==> config.mk <==
export PLATFORM = sky130hd
export DESIGN_NAME = mul_acc_int32
export DESIGN_NICKNAME = d
export VERILOG_FILES = /design/src/rtl/mul_acc_int32.sv
export SDC_FILE = /design/constraint.sdc
export NUM_CORES = 1
export LEC_CHECK = 0
export BUFFER_PORTS_ARGS = -buffer_cell sky130_fd_sc_hd__buf_2
export CAP_MARGIN = 20
export CORE_AREA = 2 2 134 136
export CTS_CLUSTER_SIZE = 10
export DETAILED_ROUTE_END_ITERATION = 16
export DIE_AREA = 0 0 136 138
export GPL_TIMING_DRIVEN = 0
export HOLD_SLACK_MARGIN = 0.12
export PLACE_DENSITY_LB_ADDON = 0.25
export REMOVE_ABC_BUFFERS = 1
export SLEW_MARGIN = 25
export SYNTH_ARGS = -nofsm -noshare
export SYNTH_HDL_FRONTEND = slang
export SYNTH_SLANG_ARGS = --single-unit
==> constraint.sdc <==
create_clock -name clk -period 3.8 [get_ports clk]
set_clock_uncertainty 0.2 [all_clocks]
set_input_delay 0.19 -clock clk [delete_from_list [all_inputs] [get_ports clk]]
set_output_delay 0.19 -clock clk [all_outputs]
set_load 0.1 [all_outputs]
==> src/rtl/mul_acc_int32.sv <==
// Dot-product back end: accumulates a programmed number of WIDTH-bit products
// modulo 2^WIDTH and presents the sum over a valid/ready handshake.
module mul_acc_int32 #(
    parameter int unsigned WIDTH     = 32,
    parameter int unsigned LEN_WIDTH = 16
) (
    input  logic                 clk,
    input  logic                 rst_n,
    input  logic                 start,
    input  logic [LEN_WIDTH-1:0] len,
    input  logic                 abort,
    input  logic                 in_valid,
    output logic                 in_ready,
    input  logic [WIDTH-1:0]     P,
    output logic                 out_valid,
    input  logic                 out_ready,
    output logic [WIDTH-1:0]     SUM,
    output logic                 ovf,
    output logic                 busy
);

    typedef enum logic [1:0] {
        IDLE = 2'd0,
        ACC  = 2'd1,
        DONE = 2'd2
    } state_t;

    state_t               state_q, state_d;
    logic [WIDTH-1:0]     acc_q, acc_d;
    logic [LEN_WIDTH-1:0] cnt_q, cnt_d;
    logic [LEN_WIDTH-1:0] len_q, len_d;
    logic                 ovf_q, ovf_d;
    logic                 out_valid_q;
    logic                 busy_q;
    logic [WIDTH:0]       add;

    // State and datapath registers; out_valid/busy are registered decodes of the next state
    always_ff @(posedge clk or negedge rst_n) begin
        if (!rst_n) begin
            state_q     <= IDLE;
            acc_q       <= '0;
            cnt_q       <= '0;
            len_q       <= '0;
            ovf_q       <= 1'b0;
            out_valid_q <= 1'b0;
            busy_q      <= 1'b0;
        end else begin
            state_q     <= state_d;
            acc_q       <= acc_d;
            cnt_q       <= cnt_d;
            len_q       <= len_d;
            ovf_q       <= ovf_d;
            out_valid_q <= (state_d == DONE);
            busy_q      <= (state_d != IDLE);
        end
    end

    // Next-state, datapath update and handshake decode
    always_comb begin
        state_d  = state_q;
        acc_d    = acc_q;
        cnt_d    = cnt_q;
        len_d    = len_q;
        ovf_d    = ovf_q;
        in_ready = 1'b0;
        add      = {1'b0, acc_q} + {1'b0, P};

        case (state_q)
            IDLE: begin
                if (start) begin
                    acc_d = '0;
                    cnt_d = '0;
                    ovf_d = 1'b0;
                    if (len != '0) begin
                        len_d   = len;
                        state_d = ACC;
                    end else begin
                        state_d = DONE;
                    end
                end
            end
            ACC: begin
                in_ready = !abort;
                if (abort) begin
                    state_d = IDLE;
                end else if (in_valid) begin
                    acc_d = add[WIDTH-1:0];
                    ovf_d = ovf_q | add[WIDTH];
                    // Counter returns to zero on the last beat so it never passes len_q-1
                    if (cnt_q == len_q - LEN_WIDTH'(1)) begin
                        cnt_d   = '0;
                        state_d = DONE;
                    end else begin
                        cnt_d = cnt_q + LEN_WIDTH'(1);
                    end
                end
            end
            DONE: begin
                if (out_ready) begin
                    state_d = IDLE;
                end
            end
            default: begin
                state_d = IDLE;
            end
        endcase
    end

    assign out_valid = out_valid_q;
    assign busy      = busy_q;
    assign SUM       = acc_q;
    assign ovf       = ovf_q;

endmodule
[Yosys cells after proc, flatten, opt, wreduce, memory -nomap -nowiden]
Index checks and enable logic that the tools add are counted.
Word-level totals
  bits in registers: 69
  bits in latches: 0
  memory bits (writable): 0
  ROM bits: 0
  input port bits: 54
  output and inout port bits: 36
  word-level logic and storage cells: 46
  memories kept: 0
Cells by class
  $add $sub $neg: 3
  multiply operators: 0
  divide/modulo/power cells: 0
  $lt $le $gt $ge: 0
  eq/ne operators: 7
  shift-type cells: 0
  muxes and demuxes: 21
  bitwise logic cells: 1
  reduce and logical (&&, ||, !) cells: 7
Operators by type and width (number)
  $mux W32: 3
  $mux W16: 4
  $pmux W32 S2: 1
  $add A32 B32 Y33: 1
  $pmux W16 S2: 1
  $add A16 B1 Y16 const B: 1
  $eq A16 B16 Y1: 1
  $reduce_bool A16 Y1: 1
  $sub A16 B1 Y16 const B: 1
  $mux W2: 6
  $ne A2 B2 Y1 const B: 3
  $pmux W2 S3: 1
  $eq A2 B2 Y1 const B: 2
  $mux W1: 4
  $reduce_and A4 Y1: 1
  $reduce_bool A2 Y1: 2
  $reduce_and A3 Y1: 1
  $eq A2 B1 Y1 const B: 1
  $logic_not A2 Y1: 1
  $pmux W1 S2: 1
  $logic_not A1 Y1: 1
  $or A1 B1 Y1: 1

[Logic depth before layout (Yosys ltp)]
Gate-level depths: netlist of run 1.
  depth after elaboration: 7
  mapped depth: 11

[Least setup slack after synthesis of run 1]
OpenSTA, ideal clock, no wires.
  path type: register to register
  from: register acc_q[0], in the netlist SUM[0]
  to: register ovf_q, in the netlist ovf
  arrival: 3055 ps
  data required time: 3474 ps
  slack: 419 ps
  stages on the path, launching flop included: 11
  path buffers: 0
  cells stage by stage: dfrtp_1 -> ha_1 -> fa_1 -> a21o_1 -> a221oi_1 -> o21ai_1 -> nand4_1 -> a21oi_1 -> a221o_1 -> a211oi_1 -> nor2_1
On the way
  cells in the longest elaborated chain, start to end: 5
Ends and longest elaborated chain
  start: declaration: line 29  | logic [WIDTH-1:0] acc_q, acc_d;
  start signal: assignment: line 41  | acc_q <= '0;
  start signal: assignment: line 49  | acc_q <= acc_d;
  $add A32 B32 Y33: line 66  | add = {1'b0, acc_q} + {1'b0, P};
  $or A1 B1 Y1: line 88  | ovf_d = ovf_q | add[WIDTH];
  $mux W1: line 86  | end else if (in_valid) begin
  $mux W1: line 84  | if (abort) begin
  $pmux W1 S2: line 68  | case (state_q)
  end signal: assignment: line 52  | ovf_q <= ovf_d;
  end: declaration: line 32  | logic ovf_q, ovf_d;
Every way passes these cells. The select of a mux whose other input is x is not followed.
A chain may end at the register's enable or synchronous reset.

[Worst setup path in the final report of run 1]
  from: input port P[0]
  to: register acc_q[30], in the netlist SUM[30]
On the way
  cells in the longest elaborated chain, start to end: 4
Ends and longest elaborated chain
  start: declaration: line 14  | input logic [WIDTH-1:0] P,
  $add A32 B32 Y33: line 66
  $mux W32: line 86
  $mux W32: line 84
  $pmux W32 S2: line 68
Every way passes these cells. The select of a mux whose other input is x is not followed.

==> summary.txt, run 1 <==
Post-Route WL = 13330 um
TritonRoute pass-1 iters = 4
Syn avg cell area = 8.907 um2
Number of synthesized flops with an enable pin = 0
Min-Delay Path Class = in2async
Congestion Overflow GR = 0
Tmin final = 3486 ps
Top_reg_cell synth = dfrtp_1
Num CTS Buffers = 9
GR Util met1 = 20.27%
Reg-to-reg slack, setup = 420 ps
Core area = 0.01753 mm2
Synth Cell Area = 0.004961 mm2
Reg-to-reg endpoint = SUM[30]$_DFFE_PN0P_
Starting Density = 28.29%
Fin Setup TNS = 0 ps
Die span in x = 136 um
Postcts setup bufs = 0
Distinct cell type count after synthesis = 64
CTS tree = built
Worst Setup Start Kind = primary input
Average wire per standard cell = 14.86 um
Req. time, crit path = 3780 ps
Clk Latency, worst-skew pair = 340 ps
Static Leakage = 2.924 nW
Post-synthesis register bit count = 69
Initial antenna violation count = 0
Clk buf depth = 2
First-pass GRT wire length = 22230 um
Largest cells by area after synthesis = dfrtp_1 35%, ha_1 8.6%, nand2_1 5.7%
Unrepaired setup endpoints after global routing = false
Outcome = complete, no violations
H-tree depth reported by CTS = 3
Final Non-Filler Cells = 897
Synth area leader = dfrtp_1
Highest Clock Rate = 0.2869 GHz
CP Capture Type = register
Final setup vio count = 0
Die Ht = 138 um
Residual DRC = 0
Final Max Tran Viols = 0
Root Buffer = clkbuf_16
CP Capture Point = SUM[30]$_DFFE_PN0P_
Crit path kind = in2reg
Iteration-0 DRC count of the detailed router = 230
Vias/cell = 4.971
Number of I/O port buffers = 89
RR Startpoint = SUM[0]$_DFFE_PN0P_
Detail Route Antenna Nets = 0
Max FO, Critical Path = 5
Most frequent CP cell = a21oi_1
Worst-path clk slew = 60 ps
Hold Fails Final Rpt = 0
CTS Sinks = 69
Max cap viols = 0
Final net count = 752
Worst slew margin = 47.78%
Worst Path Arrival = 3470 ps
Number of global-route vias before repair = 4458
Gr busiest metal = met2
Fillers = 1857
Synth async-reset ratio = 100.0%
CTS resizes = 0
Largest net degree at the start of global routing = 39
Gp weighted congestion = 0.8624
Reg2Reg Depth = 10
Hold Buf Count CTS = 23
Global routing usage on met2 = 22.96%
Vias = 4459
Total die area = 0.01877 mm2
Cells after Synth = 557
Area grow syn2layout = 25.75%
Number of diodes = 0
Rows = 49
Period utilization = 91.74%
Power per cell area = 622.2 mW/mm2
GRT Total Usage = 14.66%
Slew @ Worst Pin = 781.3 ps
Layout cells sized above 1 = 20.66%
Max VDD drop = 0.3699 mV
# IOs = 90
Yosys warnings = 0
Share of the synthesized area in the top cell type = 34.80%
CP max-delay cell = dlygate4sd3_1
Register area share after synthesis = 34.80%
Met3 Resource Use GR = 2.530%
Worst Setup SP = P[0]
Final HPWL DP = 9936 um
CP Cell Sequence = dlygate4sd3_1 > buf_2 > ha_1 > fa_1 > a21o_1 > a221oi_1 > o21ai_1 > a21oi_1 > o31ai_1 > a21oi_1 > xor2_1 > o21ai_0
CP peak stage delay = 530 ps
Placed cells = 858
-- kinds of logic after synthesis --
group                      Yosys count  share of synthesized area, %
and+or+nand+nor                    187                         19.04
AOI/OAI and AO/OA                  156                         19.87
DFF                                 69                         34.80
xor gates and xnor gates            54                         9.533
adders and majority gates           35                         8.979
buffers and inverters               34                         2.925
muxes                               22                         4.842
-- cells in the mapped netlist, drive strengths merged, types with 3 or more instances --
library cell  count
and3             11
a31oi             8
a21boi            4
a22o              4
ha               34
nand4             6
o311ai            4
nor2             26
nand2b            3
inv              13
nor4              7
dfrtp            69
xor2             24
xnor2            30
o21ai            50
nand2            76
nand3            24
mux2i             6
a21oi            33
nor2b             6
mux2             16
a21o             17
o21a              5
buf               4
o21bai            3
or3               4
nand4b            3
a22oi             3
nor3             14
clkbuf           17
o211ai            6
o22ai             3
-- worst max-delay path: cells and delay by family --
kind | cells | cell delay [ps]
adder cells (fa/ha/maj) | 2 | 630
buffers and inverters | 2 | 650
AO/OA/AOI/OAI | 7 | 1850
XOR/XNOR | 1 | 160
-- area by class of cell --
type / instances / area [um2] / share of cell area, %
multi-input combinational: 454 / 3108 / 49.82
sequential: 69 / 1727 / 27.68
timing repair buffer: 116 / 760.7 / 12.19
tap: 229 / 286.5 / 4.593
clock buffer: 11 / 232.7 / 3.730
clock inverter: 5 / 75.07 / 1.203
inverter: 13 / 48.80 / 0.7822
-- per-stage QoR --
stage | worst slack [ps] | hold WS, ps | util (%) | instance area [um2] | total power [mW]
after global routing | 98.76 | 185.0 | 35.58 | 6238 | 4.130
after global placement | -698.1 | 237.9 | 31.92 | 5597 | 2.929
final | 313.9 | 149.3 | 35.58 | 6238 | 3.881
after CTS | 344.8 | 138.8 | 35.58 | 6238 | 3.927
after detailed placement | 454.7 | -17.70 | 32.51 | 5700 | 2.974
after floorplan | 364.9 | -305.6 | - | 4865 | 2.564
-- per-layer routing --
metal / part of all wire (%) / vias to the layer above
met5: 0 / -
met4: 1.6 / 0
met3: 3.9 / 14
met2: 46 / 72
met1: 49 / 2130
li1: - / 2243
-- registers in the layout (all words and copies together), names as in the netlist --
name and cells:
ovf 1, len_q 16, SUM 32, state_q 2, cnt_q 16, busy 1
out_valid 1
-- placed cells by master (no fill, tap or decap), types with 8 or more instances in the layout --
cell,n
inv_1,13
o21ai_0,44
dfrtp_1,69
nor3_1,11
xor2_1,24
nand2_1,74
nor2_1,26
xnor2_1,30
ha_1,34
buf_2,88
mux2_2,16
dlygate4sd3_1,23
a21o_1,17
clkbuf_16,9
a21oi_1,32
and3_1,11
nand3_1,23
a31oi_1,8
-- how the worst min path moves through the flow --
stage               slack (ps)  cells after the start               endpoint  startpoint
global placement           240                      2   len_q[5]$_DFFE_PN0P_      len[5]
floorplan                 -310                      0     SUM[0]$_DFFE_PN0P_       rst_n
CTS                        140                      3    SUM[29]$_DFFE_PN0P_       P[29]
finish                     150                      2  len_q[13]$_DFFE_PN0P_       rst_n
detailed placement         -20                      1  len_q[14]$_DFFE_PN0P_       rst_n
global route               190                      2  len_q[13]$_DFFE_PN0P_       rst_n
-- power by group --
part	internal, mW	leakage, nW	total, mW	switching [mW]
combinational	0.592	1.87	1.96	1.36
clock	0.572	0.153	0.902	0.330
sequential	0.872	0.904	1.02	0.152
total	2.04	2.92	3.88	1.85
(Power assumes the default switching activity.)
==> inputs of run 2 (changes only) <==
--- a/config.mk
+++ b/config.mk
@@ -7,6 +7,8 @@
 export LEC_CHECK = 0
 export BUFFER_PORTS_ARGS = -buffer_cell sky130_fd_sc_hd__buf_2
 export CAP_MARGIN = 20
+export CELL_PAD_IN_SITES_DETAIL_PLACEMENT = 0
+export CELL_PAD_IN_SITES_GLOBAL_PLACEMENT = 2
 export CORE_AREA = 2 2 134 136
 export CTS_CLUSTER_SIZE = 10
 export DETAILED_ROUTE_END_ITERATION = 16
==> summary.txt, run 2 (synthesis results as in run 1) <==
Internal power = 2.009 mW
Congestion Overflow GR = 0
First-pass GRT wire length = 22760 um
Gp weighted congestion = 0.7541
Rows = 49
Sequential power share = 26.5%
Psw = 1.854 mW
Max VDD drop = 0.3400 mV
Most frequent cells in the layout = 88 x buf_2, 74 x nand2_1, 69 x dfrtp_1
TritonRoute pass-1 iters = 4
Reg2Reg Depth = 10
Tot Pwr = 3.863 mW
CTS Sinks = 69
Logic pwr share = 50.9%
Max cap viols = 0
Unrepaired setup endpoints after global routing = false
Switching Fraction = 48.00%
GRT Total Usage = 15.01%
Largest net degree at the start of global routing = 37
Most common cell after layout, fill and taps aside = buf_2
Worst Setup Start Kind = primary input
Worst Path Arrival = 3480 ps
Req. time, crit path = 3780 ps
Iteration-0 DRC count of the detailed router = 150
CP peak stage delay = 540 ps
Worst-path clk slew = 60 ps
Worst slew margin = 49.27%
Die span in x = 136 um
Final Max Tran Viols = 0
Root Buffer = clkbuf_16
Layout cells sized above 1 = 20.60%
Clk buf depth = 2
Vias/cell = 4.970
Number of global-route vias before repair = 4645
Final setup vio count = 0
Clock power frac = 22.6%
CP Cell Sequence = dlygate4sd3_1 > buf_2 > ha_1 > fa_1 > a21o_1 > a221oi_1 > o21ai_1 > a21oi_1 > o31ai_1 > a21oi_1 > xor2_1 > o21ai_0
Period utilization = 91.92%
Power per cell area = 618.8 mW/mm2
Max FO, Critical Path = 5
Fin Setup TNS = 0 ps
Vias = 4468
Average wire per standard cell = 15.21 um
Post-Route WL = 13680 um
H-tree depth reported by CTS = 3
Initial antenna violation count = 0
GR Util met1 = 19.52%
Num CTS Buffers = 9
Clk Latency, worst-skew pair = 330 ps
Global routing usage on met2 = 25.28%
Min-Delay Path Class = in2async
Crit path kind = in2reg
Outcome = complete, no violations
# IOs = 90
Tmin final = 3493 ps
Final net count = 754
Area grow syn2layout = 25.83%
Total die area = 0.01877 mm2
Hold Fails Final Rpt = 0
Residual DRC = 0
Slew @ Worst Pin = 759.0 ps
Gr busiest metal = met2
Met3 Resource Use GR = 2.530%
Core area = 0.01753 mm2
Detail Route Antenna Nets = 0
Most frequent CP cell = a21oi_1
Final Non-Filler Cells = 899
Final HPWL DP = 10390 um
Postcts setup bufs = 0
Largest register FFs = 32
Starting Density = 28.29%
Number of diodes = 0
CP max-delay cell = dlygate4sd3_1
Die Ht = 138 um
CP Capture Type = register
Number of I/O port buffers = 89
CTS tree = built
Static Leakage = 2.927 nW
Placed cells = 858
Highest Clock Rate = 0.2863 GHz
-- run 2: cell types whose count changed in the layout (fill, tap and decap cells not counted) --
cell | before | now
clkbuf_8 | 0 | 2
clkinv_2 | 3 | 1
dlygate4sd3_1 | 23 | 25
buf_16 | 2 | 1
buf_8 | 0 | 1
bufinv_16 | 2 | 1
clkinv_4 | 0 | 1
-- run 2: timing repair --
| item | in CTS | in global routing |
|---|---|---|
| hold buffers | 25 | 0 |
| hold endpoints to repair | 95 | 0 |
| resized for setup | 0 | 0 |
-- run 2: power groups by stage --
stage	sequential (mW)	clock, mW	combinational (mW)
floorplan	1.68	0	0.887
global placement	1.03	0	1.92
detailed placement	1.04	0	1.95
CTS	1.02	0.908	1.98
global route	1.05	0.936	2.13
finish	1.02	0.872	1.97
-- run 2: layout make-up --
type | instances | area, um2
Inverter | 13 | 48.80
Clock buffer | 13 | 260.3
Fill cell | 1888 | 11290
Tap cell | 229 | 286.5
Timing Repair Buffer | 118 | 768.2
Multi-Input combinational cell | 454 | 3108
Sequential cell | 69 | 1727
Clock inverter | 3 | 43.79
-- run 2: worst paths after layout --
path,start,endpoint,slack (ps)
setup / recovery,P[0],SUM[30]$_DFFE_PN0P_,310
hold / removal,rst_n,SUM[15]$_DFFE_PN0P_,160
setup reg to reg,SUM[0]$_DFFE_PN0P_,SUM[30]$_DFFE_PN0P_,430
hold reg to reg,SUM[15]$_DFFE_PN0P_,SUM[15]$_DFFE_PN0P_,310
max in group asynchronous,rst_n,len_q[6]$_DFFE_PN0P_,2670
min in group clk,P[2],SUM[2]$_DFFE_PN0P_,170
-- run 2: per-layer routing --
layer	up-vias	wire length (um)
li1	2245	-
met1	2142	6426
met2	67	6698
met3	14	379
met4	0	174
met5	-	0
-- run 2: worst max-delay path: cells and delay by family --
family	cells	cell delay, ps
buffers and inverters	2	660
adders and majority gates	2	610
xor gates and xnor gates	1	170
AOI/OAI and AO/OA	7	1840
-- run 2: per-stage QoR --
step                      hold slack (ps)  worst slack, ps  instance area [um2]  util, %
after global placement              241.1           -847.2                 5597    31.92
after global routing                175.0            132.2                 6242    35.60
after detailed placement           -9.346            431.1                 5688    32.44
final                               161.2            306.9                 6242    35.60
after CTS                           160.4            306.8                 6242    35.60
after floorplan                    -305.6            364.9                 4865        -
==> inputs of run 3 (changes only) <==
--- a/config.mk
+++ b/config.mk
@@ -5,7 +5,6 @@
 export SDC_FILE = /design/constraint.sdc
 export NUM_CORES = 1
 export LEC_CHECK = 0
-export BUFFER_PORTS_ARGS = -buffer_cell sky130_fd_sc_hd__buf_2
 export CAP_MARGIN = 20
 export CELL_PAD_IN_SITES_DETAIL_PLACEMENT = 0
 export CELL_PAD_IN_SITES_GLOBAL_PLACEMENT = 2
@@ -13,6 +12,7 @@
 export CTS_CLUSTER_SIZE = 10
 export DETAILED_ROUTE_END_ITERATION = 16
 export DIE_AREA = 0 0 136 138
+export DONT_BUFFER_PORTS = 1
 export GPL_TIMING_DRIVEN = 0
 export HOLD_SLACK_MARGIN = 0.12
 export PLACE_DENSITY_LB_ADDON = 0.25
==> summary.txt, run 3 (synthesis results as in run 1) <==
Outcome = complete, no violations
Most common cell after layout, fill and taps aside = nand2_1
Crit path kind = reg2reg
Number of global-route vias before repair = 4500
Clk Latency, worst-skew pair = 340 ps
Hold path depth = 3
GRT Total Usage = 15.46%
CP top delay family = compound AO/OA/AOI/OAI gates
Root Buffer = clkbuf_16
Die span in x = 136 um
Worst-path clk slew = 60 ps
TritonRoute pass-1 iters = 4
Final setup vio count = 0
First-pass GRT wire length = 23150 um
Starting Density = 28.29%
Layout cells sized above 1 = 10.32%
Number of diodes = 0
Most frequent cells in the layout = 74 x nand2_1, 61 x dfrtp_1, 45 x dlygate4sd3_1
Die Ht = 138 um
Vias = 4247
FF/Latch Area = 0.001737 mm2
CP Cell Sequence = ha_1 > a21oi_2 > a21boi_0 > o221a_2 > nor3_1 > a21oi_1 > o311ai_1 > nand3_1 > a32o_1
Total die area = 0.01877 mm2
Num CTS Buffers = 9
CTS tree = built
Area grow syn2layout = 22.30%
Highest Clock Rate = 0.2805 GHz
Final Max Tran Viols = 0
Post-Route WL = 13910 um
Unrepaired setup endpoints after global routing = false
Detail Route Antenna Nets = 0
Core area = 0.01753 mm2
Fin util = 34.60%
Slew @ Worst Pin = 1034 ps
Tot Pwr = 3.859 mW
Largest net degree at the start of global routing = 70
Tmin final = 3565 ps
CP Capture Type = register
Req. time, crit path = 3820 ps
Congestion Overflow GR = 0
Number of I/O port buffers = 0
Initial antenna violation count = 0
Final HPWL DP = 10200 um
Reg2Reg Depth = 9
Final net count = 685
Largest register FFs = 32
Worst Setup Start Kind = register
Buf+Inv Stages, Crit Path = 0
# IOs = 90
Postcts setup bufs = 0
Max cap viols = 0
Average wire per standard cell = 16.76 um
Hold Fails Final Rpt = 0
Gp weighted congestion = 0.8280
CP max-delay cell = dfrtp_1
Worst Path Arrival = 3590 ps
Static Leakage = 2.621 nW
Fillers = 1879
Vias/cell = 5.117
Power per cell area = 636.1 mW/mm2
Max VDD drop = 0.3272 mV
CP peak stage delay = 940 ps
CTS Sinks = 69
Critical path depth in cells = 9
H-tree depth reported by CTS = 3
Iteration-0 DRC count of the detailed router = 127
Area of the multi-input gates = 0.003129 mm2
Rows = 49
Residual DRC = 0
Worst slew margin = 31.04%
Max FO, Critical Path = 7
Clk buf depth = 2
Period utilization = 93.81%
Min-Delay Path Class = in2reg
[run 3: cell count changes in the layout (fill, tap and decap cells not counted), sizes merged]
cell         change
buf             -89
clkbuf           -3
dlygate4sd3     +20
bufinv           +1
clkinv           +1
clkinvlp         +1
[run 3: stage by stage]
stage          cell area [um2]  cells  setup WS, ps  TNS [ps]  hold WS (ps)
5_1_grt                   6067    830         11.92         0         189.9
3_5_place_dp              5240    768        -168.9    -708.4        -303.0
6_report                  6067    830         235.2         0         157.7
2_1_floorplan             4865    536         364.9         0        -305.6
3_3_place_gp              5151    765        -833.8    -21250        -303.3
4_1_cts                   6047    830         1.283         0         124.4
[run 3: cell type report]
cell class,instances,area share (%)
Multi-Input combinational cell,454,51.58
Sequential cell,69,28.62
Timing Repair Buffer,49,8.909
Tap cell,229,4.723
Clock buffer,10,3.939
Clock inverter,6,1.423
Inverter,13,0.8043
[run 3: final timing paths]
check                           slack [ps]            startpoint              endpoint
worst max-delay path                   240   SUM[13]$_DFFE_PN0P_   SUM[31]$_DFFE_PN0P_
worst min-delay path                   160                 P[12]   SUM[12]$_DFFE_PN0P_
worst max register to register         240   SUM[13]$_DFFE_PN0P_   SUM[31]$_DFFE_PN0P_
worst min register to register         330  cnt_q[8]$_DFFE_PN0P_  cnt_q[8]$_DFFE_PN0P_
max in group asynchronous             2870                 rst_n  len_q[5]$_DFFE_PN0P_
min in group asynchronous              190                 rst_n   SUM[14]$_DFFE_PN0P_
[run 3: report_power, final]
| part | total, mW | leakage, nW | internal (mW) | switching (mW) |
|---|---|---|---|---|
| logic | 1.20 | 1.57 | 0.540 | 0.656 |
| clock network | 0.940 | 0.158 | 0.592 | 0.348 |
| registers | 1.72 | 0.892 | 0.859 | 0.864 |
[run 3: worst reg2reg max path: stages (launching register included)]
cell	delay, ps
dfrtp_1	940
ha_1	470
a21oi_2	240
a21boi_0	130
o221a_2	270
nor3_1	220
a21oi_1	160
o311ai_1	440
nand3_1	130
a32o_1	250
[run 3: per-layer routing]
| layer | share of wire (%) | GRT usage, % | vias to the layer above |
|---|---|---|---|
| li1 | - | - | 2096 |
| met5 | 0 | 0 | - |
| met2 | 49 | 26.29 | 58 |
| met3 | 4.0 | 3.557 | 15 |
| met1 | 45 | 19.17 | 2078 |
| met4 | 1.5 | 5.154 | 0 |
[run 3: repair_timing]
action,4_1_cts,5_1_grt
setup endpoints to repair,7,8
hold buffers,46,0
gates resized for setup,3,7
endpoints found under the hold margin,116,0
